`src/rtl/alarm_pkg.sv`:
```
// Shared definitions for the alarm controller: FSM state encoding, field
// widths and the wrap limits of the setpoint fields.
package alarm_pkg;

  localparam int HOUR_W   = 5;   // alarm_hour / hour width
  localparam int MIN_W    = 6;   // alarm_min / min / seg width
  localparam int CNT_W    = 9;   // ring / snooze seconds counter width
  localparam int HOUR_MAX = 23;  // highest legal hour
  localparam int MIN_MAX  = 59;  // highest legal minute

  typedef enum logic [2:0] {
    S_IDLE,
    S_SET_HOUR,
    S_SET_MIN,
    S_RINGING,
    S_SNOOZE
  } state_t;

endpackage

```
`src/rtl/wrap_counter.sv`:
```
// Up/down counter over the range 0..MAX that wraps in both directions.
// Coincident inc and dec cancel, so the value only ever holds legal values.
// Ports:
//   clk    in  system clock
//   reset  in  synchronous active-high reset, loads RST_VAL
//   inc    in  add one (MAX wraps to 0)
//   dec    in  subtract one (0 wraps to MAX)
//   value  out current count
module wrap_counter #(
  parameter int W       = 6,
  parameter int MAX     = 59,
  parameter int RST_VAL = 0
) (
  input  logic         clk,
  input  logic         reset,
  input  logic         inc,
  input  logic         dec,
  output logic [W-1:0] value
);

  localparam logic [W-1:0] TOP  = W'(MAX);
  localparam logic [W-1:0] INIT = W'(RST_VAL);

  // NOTE: state registers use non-blocking assignments so every flop samples
  // the values from before the edge, independent of statement order.
  always_ff @(posedge clk) begin
    if (reset) begin
      value <= INIT;
    end else if (inc && !dec) begin
      value <= (value == TOP) ? '0 : value + 1'b1;
    end else if (dec && !inc) begin
      value <= (value == '0) ? TOP : value - 1'b1;
    end
  end

endmodule

```
`src/rtl/alarm_ctrl.sv`:
```
// Alarm clock controller: alarm setpoint editing, arming, ringing with a
// 1 Hz buzzer, snooze and auto-dismiss.
// Ports:
//   clk, reset              system clock, synchronous active-high reset
//   tick_1hz                one-cycle pulse per second
//   hour, min, seg          current time of day
//   set_mode                level, requests setpoint editing
//   up_pulse, down_pulse    adjust the field being edited / snooze
//   sel_pulse               switch edit field / dismiss
//   arm_pulse               toggle armed
//   alarm_hour, alarm_min   setpoint
//   armed, editing, edit_field, ringing, buzzer   status outputs
module alarm_ctrl
  import alarm_pkg::*;
#(
  parameter int RING_TIMEOUT_S = 60,
  parameter int SNOOZE_S       = 300,
  parameter int RST_HOUR       = 7,
  parameter int RST_MIN        = 0
) (
  input  logic              clk,
  input  logic              reset,
  input  logic              tick_1hz,
  input  logic [HOUR_W-1:0] hour,
  input  logic [MIN_W-1:0]  min,
  input  logic [MIN_W-1:0]  seg,
  input  logic              set_mode,
  input  logic              up_pulse,
  input  logic              down_pulse,
  input  logic              sel_pulse,
  input  logic              arm_pulse,
  output logic [HOUR_W-1:0] alarm_hour,
  output logic [MIN_W-1:0]  alarm_min,
  output logic              armed,
  output logic              editing,
  output logic              edit_field,
  output logic              ringing,
  output logic              buzzer
);

  // Counter values at which the current tick completes the period.
  localparam logic [CNT_W-1:0] RING_LAST   = CNT_W'(RING_TIMEOUT_S - 1);
  localparam logic [CNT_W-1:0] SNOOZE_LAST = CNT_W'(SNOOZE_S - 1);

  state_t           state, next_state;
  logic [CNT_W-1:0] cnt, cnt_next;
  logic             buzzer_next;
  logic             trigger;
  logic             disarm;

  wrap_counter #(.W(HOUR_W), .MAX(HOUR_MAX), .RST_VAL(RST_HOUR)) u_hour (
    .clk   (clk),
    .reset (reset),
    .inc   (up_pulse   && state == S_SET_HOUR),
    .dec   (down_pulse && state == S_SET_HOUR),
    .value (alarm_hour)
  );

  wrap_counter #(.W(MIN_W), .MAX(MIN_MAX), .RST_VAL(RST_MIN)) u_min (
    .clk   (clk),
    .reset (reset),
    .inc   (up_pulse   && state == S_SET_MIN),
    .dec   (down_pulse && state == S_SET_MIN),
    .value (alarm_min)
  );

  assign trigger = armed && tick_1hz && (hour == alarm_hour) &&
                   (min == alarm_min) && (seg == '0);
  // Ringing and snooze are only reachable while armed, so an arm pulse there
  // always disarms.
  assign disarm  = arm_pulse && armed;

  // NOTE: every signal written here gets a default first, so no path leaves
  // it unassigned and no latch is inferred.
  // Leaving or entering a timed state clears the counter via the default.
  always_comb begin
    next_state  = state;
    cnt_next    = '0;
    buzzer_next = 1'b0;
    unique case (state)
      S_IDLE: begin
        if (set_mode) begin
          next_state = S_SET_HOUR;
        end else if (trigger) begin
          next_state  = S_RINGING;
          buzzer_next = 1'b1;
        end
      end
      S_SET_HOUR: begin
        if (!set_mode)      next_state = S_IDLE;
        else if (sel_pulse) next_state = S_SET_MIN;
      end
      S_SET_MIN: begin
        if (!set_mode)      next_state = S_IDLE;
        else if (sel_pulse) next_state = S_SET_HOUR;
      end
      S_RINGING: begin
        if (disarm || sel_pulse) begin
          next_state = S_IDLE;
        end else if (up_pulse || down_pulse) begin
          next_state = S_SNOOZE;
        end else if (tick_1hz && cnt == RING_LAST) begin
          next_state = S_IDLE;
        end else begin
          cnt_next    = cnt + CNT_W'(tick_1hz);
          buzzer_next = buzzer ^ tick_1hz;
        end
      end
      S_SNOOZE: begin
        if (disarm || sel_pulse) begin
          next_state = S_IDLE;
        end else if (tick_1hz && cnt == SNOOZE_LAST) begin
          next_state  = S_RINGING;
          buzzer_next = 1'b1;
        end else begin
          cnt_next = cnt + CNT_W'(tick_1hz);
        end
      end
      default: next_state = S_IDLE;
    endcase
  end

  always_ff @(posedge clk) begin
    if (reset) begin
      state  <= S_IDLE;
      cnt    <= '0;
      buzzer <= 1'b0;
      armed  <= 1'b0;
    end else begin
      state  <= next_state;
      cnt    <= cnt_next;
      buzzer <= buzzer_next;
      if (arm_pulse) armed <= ~armed;
    end
  end

  assign editing    = (state == S_SET_HOUR) || (state == S_SET_MIN);
  assign edit_field = (state == S_SET_MIN);
  assign ringing    = (state == S_RINGING);

endmodule

```
`config.mk`:
```
export PLATFORM = sky130hd
export DESIGN_NAME = alarm_ctrl
export DESIGN_NICKNAME = d
export VERILOG_FILES = /design/src/rtl/alarm_pkg.sv /design/src/rtl/wrap_counter.sv /design/src/rtl/alarm_ctrl.sv
export SDC_FILE = /design/constraint.sdc
export NUM_CORES = 1
export LEC_CHECK = 0
export CORE_MARGIN = 4
export CORE_UTILIZATION = 40
export DETAILED_ROUTE_END_ITERATION = 8
export PLACE_DENSITY = 0.68
export SLEW_MARGIN = 10
export SYNTH_ARGS = -nofsm -noshare
export SYNTH_HDL_FRONTEND = slang
export SYNTH_SLANG_ARGS = --single-unit
```
`constraint.sdc`:
```
create_clock -name clk -period 1.9 [get_ports clk]
set_input_delay 0.475 -clock clk [delete_from_list [all_inputs] [get_ports clk]]
set_output_delay 0.475 -clock clk [all_outputs]
set_load 0.005 [all_outputs]
```
After elaboration in Yosys (flattened, before gate mapping) --
Cells that the tools add are included.
Cells by class: multipliers 0, eq/ne operators 15, bitwise gates (word level) 2, shift operators 0, muxes and demuxes 34, add/sub/neg operators 5, magnitude comparators 0, reductions and logical operators 29, divide/modulo/power cells 0
Operators by type and width (count):
- 9-bit two-way mux | 5
- 3-bit two-way mux | 11
- 6-bit two-way mux | 4
- 5-bit two-way mux | 4
- 9-bit case mux with 2 select lines | 1
- 1-bit logical AND | 15
- 3-bit case mux with 5 select lines | 1
- 6-bit zero test | 2
- 3-bit inequality test, second input constant | 4
- 9-bit by 1-bit adder with 9-bit output | 1
- 9-bit by 6-bit == test with 1-bit output, second input constant | 1
- 9-bit == test, second input constant | 1
- 1-bit two-way mux | 7
- 6-bit by 1-bit adder with 6-bit output, second input constant | 1
- 3-bit by 2-bit == test with 1-bit output, second input constant | 2
- 6-bit == test | 1
- 6-bit == test, second input constant | 1
- 6-bit by 1-bit subtractor with 6-bit output, second input constant | 1
- 5-bit by 1-bit adder with 5-bit output, second input constant | 1
- 5-bit == test | 1
- 5-bit == test, second input constant | 1
- 5-bit zero test | 1
- 5-bit AND reduction | 1
- 5-bit by 1-bit subtractor with 5-bit output, second input constant | 1
- 10 further kinds | 16
Word-level totals: RAM bits 0, register bits 25, ROM bits 0, bits of input ports 25, word-level logic and storage cells 91, memories kept 0, output and inout port bits 16, latch bits 0

Longest topological paths before layout --
Gate-level depths: netlist of the first run.
depth in word-level cells 7, depth in mapped cells 10, depth with buffers taken out 9

By module --
From an unflattened synthesis of the first run, not the netlist that was laid out.
Second synthesis, totals: cell total of the unflattened synthesis 227, area, all modules 1853.0 um^2
Modules (own cells, without submodules):
- alarm_ctrl | times used 1, cells each 111, area an instance 958.4 um^2, sequential area each 280.3 um^2
- wrap_counter at u_min | times used 1, cells each 68, area an instance 511.7 um^2, sequential area each 120.1 um^2
- wrap_counter at u_hour | times used 1, cells each 48, area an instance 382.9 um^2, sequential area each 100.1 um^2

Least setup slack after synthesis of the first run --
OpenSTA, ideal clock, no wires.
path kind reg2reg, start register state[1], end register u_min.value[3], path slack -0.123 ns, data required time 1.808 ns, cell stages (with the launch flop) 10, data arrival time 1.931 ns, period minus slack after synthesis 2.023 ns, buffers on the path 2, setup time 0.092 ns, cell sequence dfxtp_1 > buf_4 > inv_1 > nor3_1 > and2_1 > ha_1 > clkbuf_1 > a31oi_1 > o221a_2 > o32ai_1
On the way: longest elaborated chain between the ends 5, elaborated cells on any way between the ends 9, classes of those cells eq/ne (1); mux (1); reduce/logical (7)
RTL lines:
- from (decl) | RTL line alarm_ctrl.sv:45 | state_t state, next_state;
- from (signal assigned) | RTL line alarm_ctrl.sv:130 | state <= next_state;
- 3-bit by 2-bit == test with 1-bit output (*)
- via edit_field | RTL line alarm_ctrl.sv:36 | output logic edit_field,
- 1-bit logical AND (on tied branches) | RTL line alarm_ctrl.sv:63, alarm_ctrl.sv:62
- 1-bit zero test (on tied branches) | RTL line wrap_counter.sv:29, wrap_counter.sv:31
- 1-bit logical AND (on tied branches) | RTL line wrap_counter.sv:29, wrap_counter.sv:31
- 6-bit two-way mux or 2-bit nonzero test (tied branches)
- to (signal assigned) | RTL line wrap_counter.sv:30 | value <= (value == TOP) ? '0 : value + 1'b1;
- to (signal assigned) | RTL line wrap_counter.sv:32 | value <= (value == '0) ? TOP : value - 1'b1;
- to (decl) | RTL line wrap_counter.sv:18 | output logic [W-1:0] value
Mark *: on every way through the listed nets, which the timed path passes. The rest lies on a longest branch. A chain may end at the register's enable or synchronous reset.

Worst setup path in the final report of the first run --
start register u_min.value[1], end output port alarm_min[1]
RTL lines:
- to (decl) | RTL line alarm_ctrl.sv:33 | output logic [MIN_W-1:0] alarm_min,
No word-level cell between the ends.

==> impl_metrics.env, run 1 <==
export IMPL_final_common_cell="clkdlybuf4s50_1"
export IMPL_die_y_um=76.18
export IMPL_worst_slew_pin_slew_ns=0.3149
export IMPL_ir_worst_vdd_mv=0.3826
export IMPL_syn_area_per_cell_um2=7.845
export IMPL_critPathMaxStageDelay_ns=0.49
export IMPL_crit_path_cell_trace="buf_4 > clkdlybuf4s50_1"
export IMPL_wire_per_inst_um=13.60
export IMPL_synth_edf_count=0
export IMPL_grt_pass1_vias=1742
export IMPL_synthFlopType="dfxtp_1"
export IMPL_cts_tree="done"
export IMPL_cts_buffers=3
export IMPL_worstPathMaxFanout=6
export IMPL_io_pins=41
export IMPL_drv_slew=0
export IMPL_fin_hold_ws_ns=0.5607
export IMPL_drc=0
export IMPL_r2r_end="u_hour.value[2]"
export IMPL_period_share_pct=98.16
export IMPL_cp_start_kind="flop"
export IMPL_cts_clk_slew_worst_paths_ns=0.09
export IMPL_switching_power_mw=0.7264
export IMPL_cp_data_arrival_time_ns=1.39
export IMPL_startpoint="u_min.value[1]"
export IMPL_relSlewSlack_pct=78.98
export IMPL_cts_max_level=1
export IMPL_num_vias=1853
export IMPL_synth_fp_nets=271
export IMPL_routed_wl_um=4706
export IMPL_p_int_mw=1.254
export IMPL_p_seq_share_pct=34.5
export IMPL_nets=329
export IMPL_antenna_found_initial=0
export IMPL_cp_data_required_time_ns=1.42
export IMPL_gp_congestion=0.9070
export IMPL_clock_path_buffers=2
export IMPL_fmax_ghz=0.5362
export IMPL_clk_latency_ns=0.27
export IMPL_rrSetupSlack_ns=0.09
export IMPL_start_util_pct=42.12
export IMPL_power_leakage_nw=1.067
export IMPL_yosys_warnings=0
export IMPL_crit_type="reg2out"
export IMPL_synth_cell_type_count=50
export IMPL_synth_cells=237
export IMPL_port_buffer_count=40
export IMPL_drive_gt1_share_pct=21.09
export IMPL_crit_cells=2
export IMPL_worst_r2r_path_depth=6
export IMPL_drt_pass1_iter_count=4
export IMPL_path_buf_inv=2
export IMPL_cap_viol_max_count=0
export IMPL_grt_pass1_wl_um=7790
export IMPL_first_iter_violations=93
export IMPL_grt_remaining_overflow=0
export IMPL_period_needed_ns=1.865
export IMPL_crit_family="buffers and inverters"
export IMPL_end_kind="output port"
export IMPL_finalPower_mw=1.981
export IMPL_grt_max_degree=15
export IMPL_num_rows=24
export IMPL_run_status="finished clean"
export IMPL_core_area_mm2=0.004414
export IMPL_dieWidth_um=76.18
export IMPL_ant_nets=0
export IMPL_finalSetupViolations=0
export IMPL_sw_frac_of_total_pct=36.67
export IMPL_power_density_mw_per_mm2=753.5
export IMPL_clock_power_share_pct=16.5
export IMPL_fin_worst_skew_ns=0.002389
export IMPL_synth_seq_cells=25
export IMPL_cts_hold_repair_buffers=0
export IMPL_grtUsageTotal_pct=15.50
export IMPL_endpoint="alarm_min[1]"
export IMPL_r2r_start="state[2]"
export IMPL_synth_area_mm2=0.001859
export IMPL_final_cell_mix="clkdlybuf4s50_1 (32), buf_4 (29), nor2_1 (27)"
export IMPL_ys_seq_area_share_pct=26.92
export IMPL_slowest_stage="clkdlybuf4s50_1"
export IMPL_async_flop_share_pct=0
export IMPL_final_hold_viol_count=0
export IMPL_cts_num_sinks=25
export IMPL_die_area_mm2=0.005803
export IMPL_hold_path_class="reg2reg"
export IMPL_cts_root_buf="clkbuf_8"
export IMPL_dp_hpwl_um=3633
export IMPL_syn_to_final_growth_pct=41.39
export IMPL_via_per_inst=5.355
export IMPL_diodes=0
export IMPL_comb_power_share_pct=49.1
==> cell usage after synthesis (all sizes together) (3+ instances only) <==
cell    instances  area, µm²
a31oi           5      31.28
nor2b           4      27.53
nor3            9      45.04
ha              9      112.6
mux2i           3      30.03
xor2            3      26.28
clkbuf          8      30.03
nand4           5      31.28
nand2b          4      25.02
nand3           7      35.03
o21ai          11      55.05
nor2           29      116.4
nand3b          4      42.54
dfxtp          25      500.5
nor4            5      31.28
a21oi          20      100.1
inv            13      48.80
nand2          12      45.04
xnor2          21      183.9
buf             9      62.55
==> state kept, by name (all words and copies together) (netlist names) <==
register and count:
state 3, armed 1, u_min.value 6, buzzer 1, cnt 9, u_hour.value 5
==> metal layers <==
metal / up-vias / track usage, % / share of wire, %
met5: - / 0 / 0
met4: 0 / 3.147 / 0.81
met3: 4 / 2.600 / 3.7
met2: 42 / 27.40 / 50
met1: 854 / 19.64 / 45
li1: 953 / - / -
==> power groups by stage <==
stage | combinational [mW] | clock, mW | sequential, mW
finish | 0.972 | 0.326 | 0.682
global route | 1.07 | 0.360 | 0.694
CTS | 0.942 | 0.338 | 0.675
detailed placement | 0.904 | 0 | 0.682
global placement | 0.899 | 0 | 0.682
floorplan | 0.604 | 0 | 0.637
==> through the flow <==
stage | instances | TNS, ns | setup slack, ns | cell area, µm² | util [%]
after floorplan | 237 | 0 | 0.02555 | 1866 | -
after global placement | 340 | -6.219 | -0.5763 | 2460 | 55.73
after detailed placement | 340 | -6.391 | -0.5657 | 2460 | 55.73
after CTS | 345 | 0 | 0.003351 | 2564 | 58.08
after global routing | 346 | -0.08116 | -0.01357 | 2629 | 59.55
final | 346 | 0 | 0.03501 | 2629 | 59.55
==> layout make-up <==
cell class                      count  area, µm²
Timing Repair Buffer               70      646.9
Tap cell                           52      65.06
Fill cell                         393       1785
Clock inverter                      1      5.005
Clock buffer                        3      41.29
Multi-Input combinational cell    182       1314
Sequential cell                    25      508.0
Inverter                           13      48.80
==> worst min-delay path by stage <==
stage | startpoint | to | slack [ns] | depth (start not counted)
2_1_floorplan | cnt[7] | cnt[7] | 0.48 | 2
3_3_place_gp | cnt[7] | cnt[7] | 0.51 | 2
3_5_place_dp | cnt[6] | cnt[6] | 0.54 | 2
4_1_cts | cnt[6] | cnt[6] | 0.56 | 2
5_1_grt | cnt[2] | cnt[2] | 0.59 | 2
6_report | cnt[6] | cnt[6] | 0.56 | 2
==> logic make-up after synthesis <==
group                      Yosys count  synth area share [%]
AOI/OAI and AO/OA                   52                 18.51
buffers and inverters               30                 7.604
xor gates and xnor gates            24                 11.31
DFF                                 25                 26.92
muxes                                3                 1.615
adders and majority gates            9                 6.057
and+or+nand+nor                     94                 27.99
==> repair_timing <==
item	4_1_cts	5_1_grt
gates cloned	0	0
setup buffers	1	1
endpoints found under the setup margin	11	20
pin swaps	5	12
resized for setup	15	18
==> worst register-to-register path, stage by stage (launching register included) <==
cell and delay, ns:
dfxtp_2 0.36, nor2_1 0.22, and3_1 0.23, ha_4 0.16, mux2i_1 0.22, nor3_1 0.06, or3b_2 0.44
Note: power is estimated with default switching activity, not from simulation.
==> run 2, diff against run 1 <==
CORE_UTILIZATION = 30   (was 40)
PLACE_DENSITY = not set   (was 0.68)
==> run 2 against run 1 <==
Cell count increased by 10%. Routed wire length is 5.3% higher. Largest power group unchanged. Sequential share of layout area down 0.87 points. Critical endpoint is now cnt[3]. Hold slack got worse by 0.027 ns. Sequential cell count stayed put. Die area is 30% higher. Non-clock buffer count up 13. Final area up 5.0%.
==> impl_metrics.env, run 2 (synthesis results as in run 1) <==
export IMPL_wire_per_inst_um=12.97
export IMPL_clock_path_buffers=2
export IMPL_power_density_mw_per_mm2=757.8
export IMPL_grtUsageTotal_pct=13.66
export IMPL_cap_viol_max_count=0
export IMPL_final_cell_count_no_fill=382
export IMPL_syn_to_final_growth_pct=48.45
export IMPL_setup_tns_ns=0
export IMPL_cts_hold_repair_buffers=0
export IMPL_final_fill_count=617
export IMPL_relSlewSlack_pct=78.94
export IMPL_start_util_pct=31.22
export IMPL_drive_gt1_share_pct=24.43
export IMPL_crit_family="compound AO/OA/AOI/OAI gates"
export IMPL_gp_congestion=0.8670
export IMPL_cp_start_kind="input pin"
export IMPL_crit_path_cell_trace="clkdlybuf4s50_1 > a21oi_1 > nor2b_4 > o311ai_4 > a221o_1 > buf_4 > nor2_1"
export IMPL_final_cell_mix="buf_4 (40), clkdlybuf4s50_1 (35), nor2_1 (27)"
export IMPL_core_area_mm2=0.005956
export IMPL_num_rows=28
export IMPL_grt_remaining_overflow=0
export IMPL_slowest_stage="clkdlybuf4s50_1"
export IMPL_period_share_pct=98.22
export IMPL_dieWidth_um=86.73
export IMPL_die_y_um=86.73
export IMPL_via_per_inst=5.031
export IMPL_first_iter_violations=65
export IMPL_ant_nets=0
export IMPL_cp_data_required_time_ns=2.12
export IMPL_hold_path_class="reg2reg"
export IMPL_placed_area_mm2=0.002559
export IMPL_worst_slew_pin_slew_ns=0.3155
export IMPL_largest_reg_flops=9
export IMPL_clk_latency_ns=0.28
export IMPL_multi_input_area_mm2=0.001323
export IMPL_post_route_util_pct=46.34
export IMPL_largest_register="cnt"
export IMPL_power_leakage_nw=1.105
export IMPL_cp_data_arrival_time_ns=2.09
export IMPL_rsz0062_at_grt="true"
export IMPL_path_buf_inv=2
export IMPL_regArea_um2=509.2
export IMPL_fin_worst_skew_ns=0.009145
export IMPL_fmax_ghz=0.5358
export IMPL_diodes=0
export IMPL_ir_worst_vdd_mv=0.2999
export IMPL_antenna_found_initial=0
export IMPL_pre_cts_ws_ns=-0.5259
export IMPL_grt_pass1_vias=1822
export IMPL_grt_max_degree=17
export IMPL_drc=0
export IMPL_finalInstanceArea_mm2=0.002760
export IMPL_crit_type="in2reg"
export IMPL_setup_ws_ns=0.03378
export IMPL_finalPower_mw=2.092
export IMPL_grt_pass1_wl_um=8445
export IMPL_final_hold_viol_count=0
export IMPL_period_needed_ns=1.866
export IMPL_top_regs="cnt x9, u_min.value x6, u_hour.value x5"
export IMPL_dp_cells=374
export IMPL_nets=342
export IMPL_end_kind="flop"
export IMPL_critPathMaxStageDelay_ns=0.42
export IMPL_port_buffer_count=40
export IMPL_die_area_mm2=0.007521
export IMPL_dp_hpwl_um=3965
export IMPL_fin_hold_ws_ns=0.5334
export IMPL_run_status="finished clean"
export IMPL_cts_clk_slew_worst_paths_ns=0.10
export IMPL_finalSetupViolations=0
export IMPL_routed_wl_um=4955
export IMPL_cts_root_buf="clkbuf_8"
export IMPL_cts_buffers=3
export IMPL_final_common_cell="buf_4"
export IMPL_cts_tree="done"
export IMPL_io_pins=41
export IMPL_drv_slew=0
export IMPL_worstPathMaxFanout=5
export IMPL_drt_pass1_iter_count=5
export IMPL_num_vias=1922
export IMPL_cts_num_sinks=25
export IMPL_cts_max_level=1
run 2: cell count changes in the layout (fill, tap and decap cells not counted), sizes merged:
cell / before / now
clkinv: 1 / 0
dlymetal6s2s: 5 / 2
buf: 30 / 43
clkdlybuf4s50: 32 / 35
inv: 13 / 14
run 2: tightest hold or removal path, stage by stage (launching register included):
cell,delay [ns]
dfxtp_1,0.36
xnor2_1,0.07
nor2_1,0.07
run 2: area by class of cell:
type	count	share of cell area, %
Clock inverter	1	0.3173
Inverter	13	1.768
Multi-Input combinational cell	182	47.91
Timing Repair Buffer	83	26.65
Sequential cell	25	18.45
Tap cell	75	3.400
Clock buffer	3	1.496
run 2: power breakdown:
part / internal (mW) / leakage, nW / switching, mW
clock: 0.154 / 0.0261 / 0.186
combinational: 0.600 / 0.875 / 0.493
sequential: 0.583 / 0.205 / 0.0764
run 2: final timing paths:
check        depth (start not counted)              to  startpoint  slack, ns
max                                  7          cnt[3]   arm_pulse       0.03
min reg2reg                          2          cnt[7]      cnt[7]       0.53
min                                  2          cnt[7]      cnt[7]       0.53
max reg2reg                          9  u_min.value[2]    state[1]       0.11
run 2: repair_timing:
action                     CTS  global route
cloned                       0             0
resized for setup           10            25
setup buffers                1             3
setup endpoints to repair   11            22
pin swaps                    3             7
run 2: layer usage:
layer | wire length, µm | GRT usage, %
met1 | 2372 | 18.68
met2 | 2293 | 22.18
met3 | 249 | 2.281
met4 | 40 | 3.683
met5 | 0 | 0
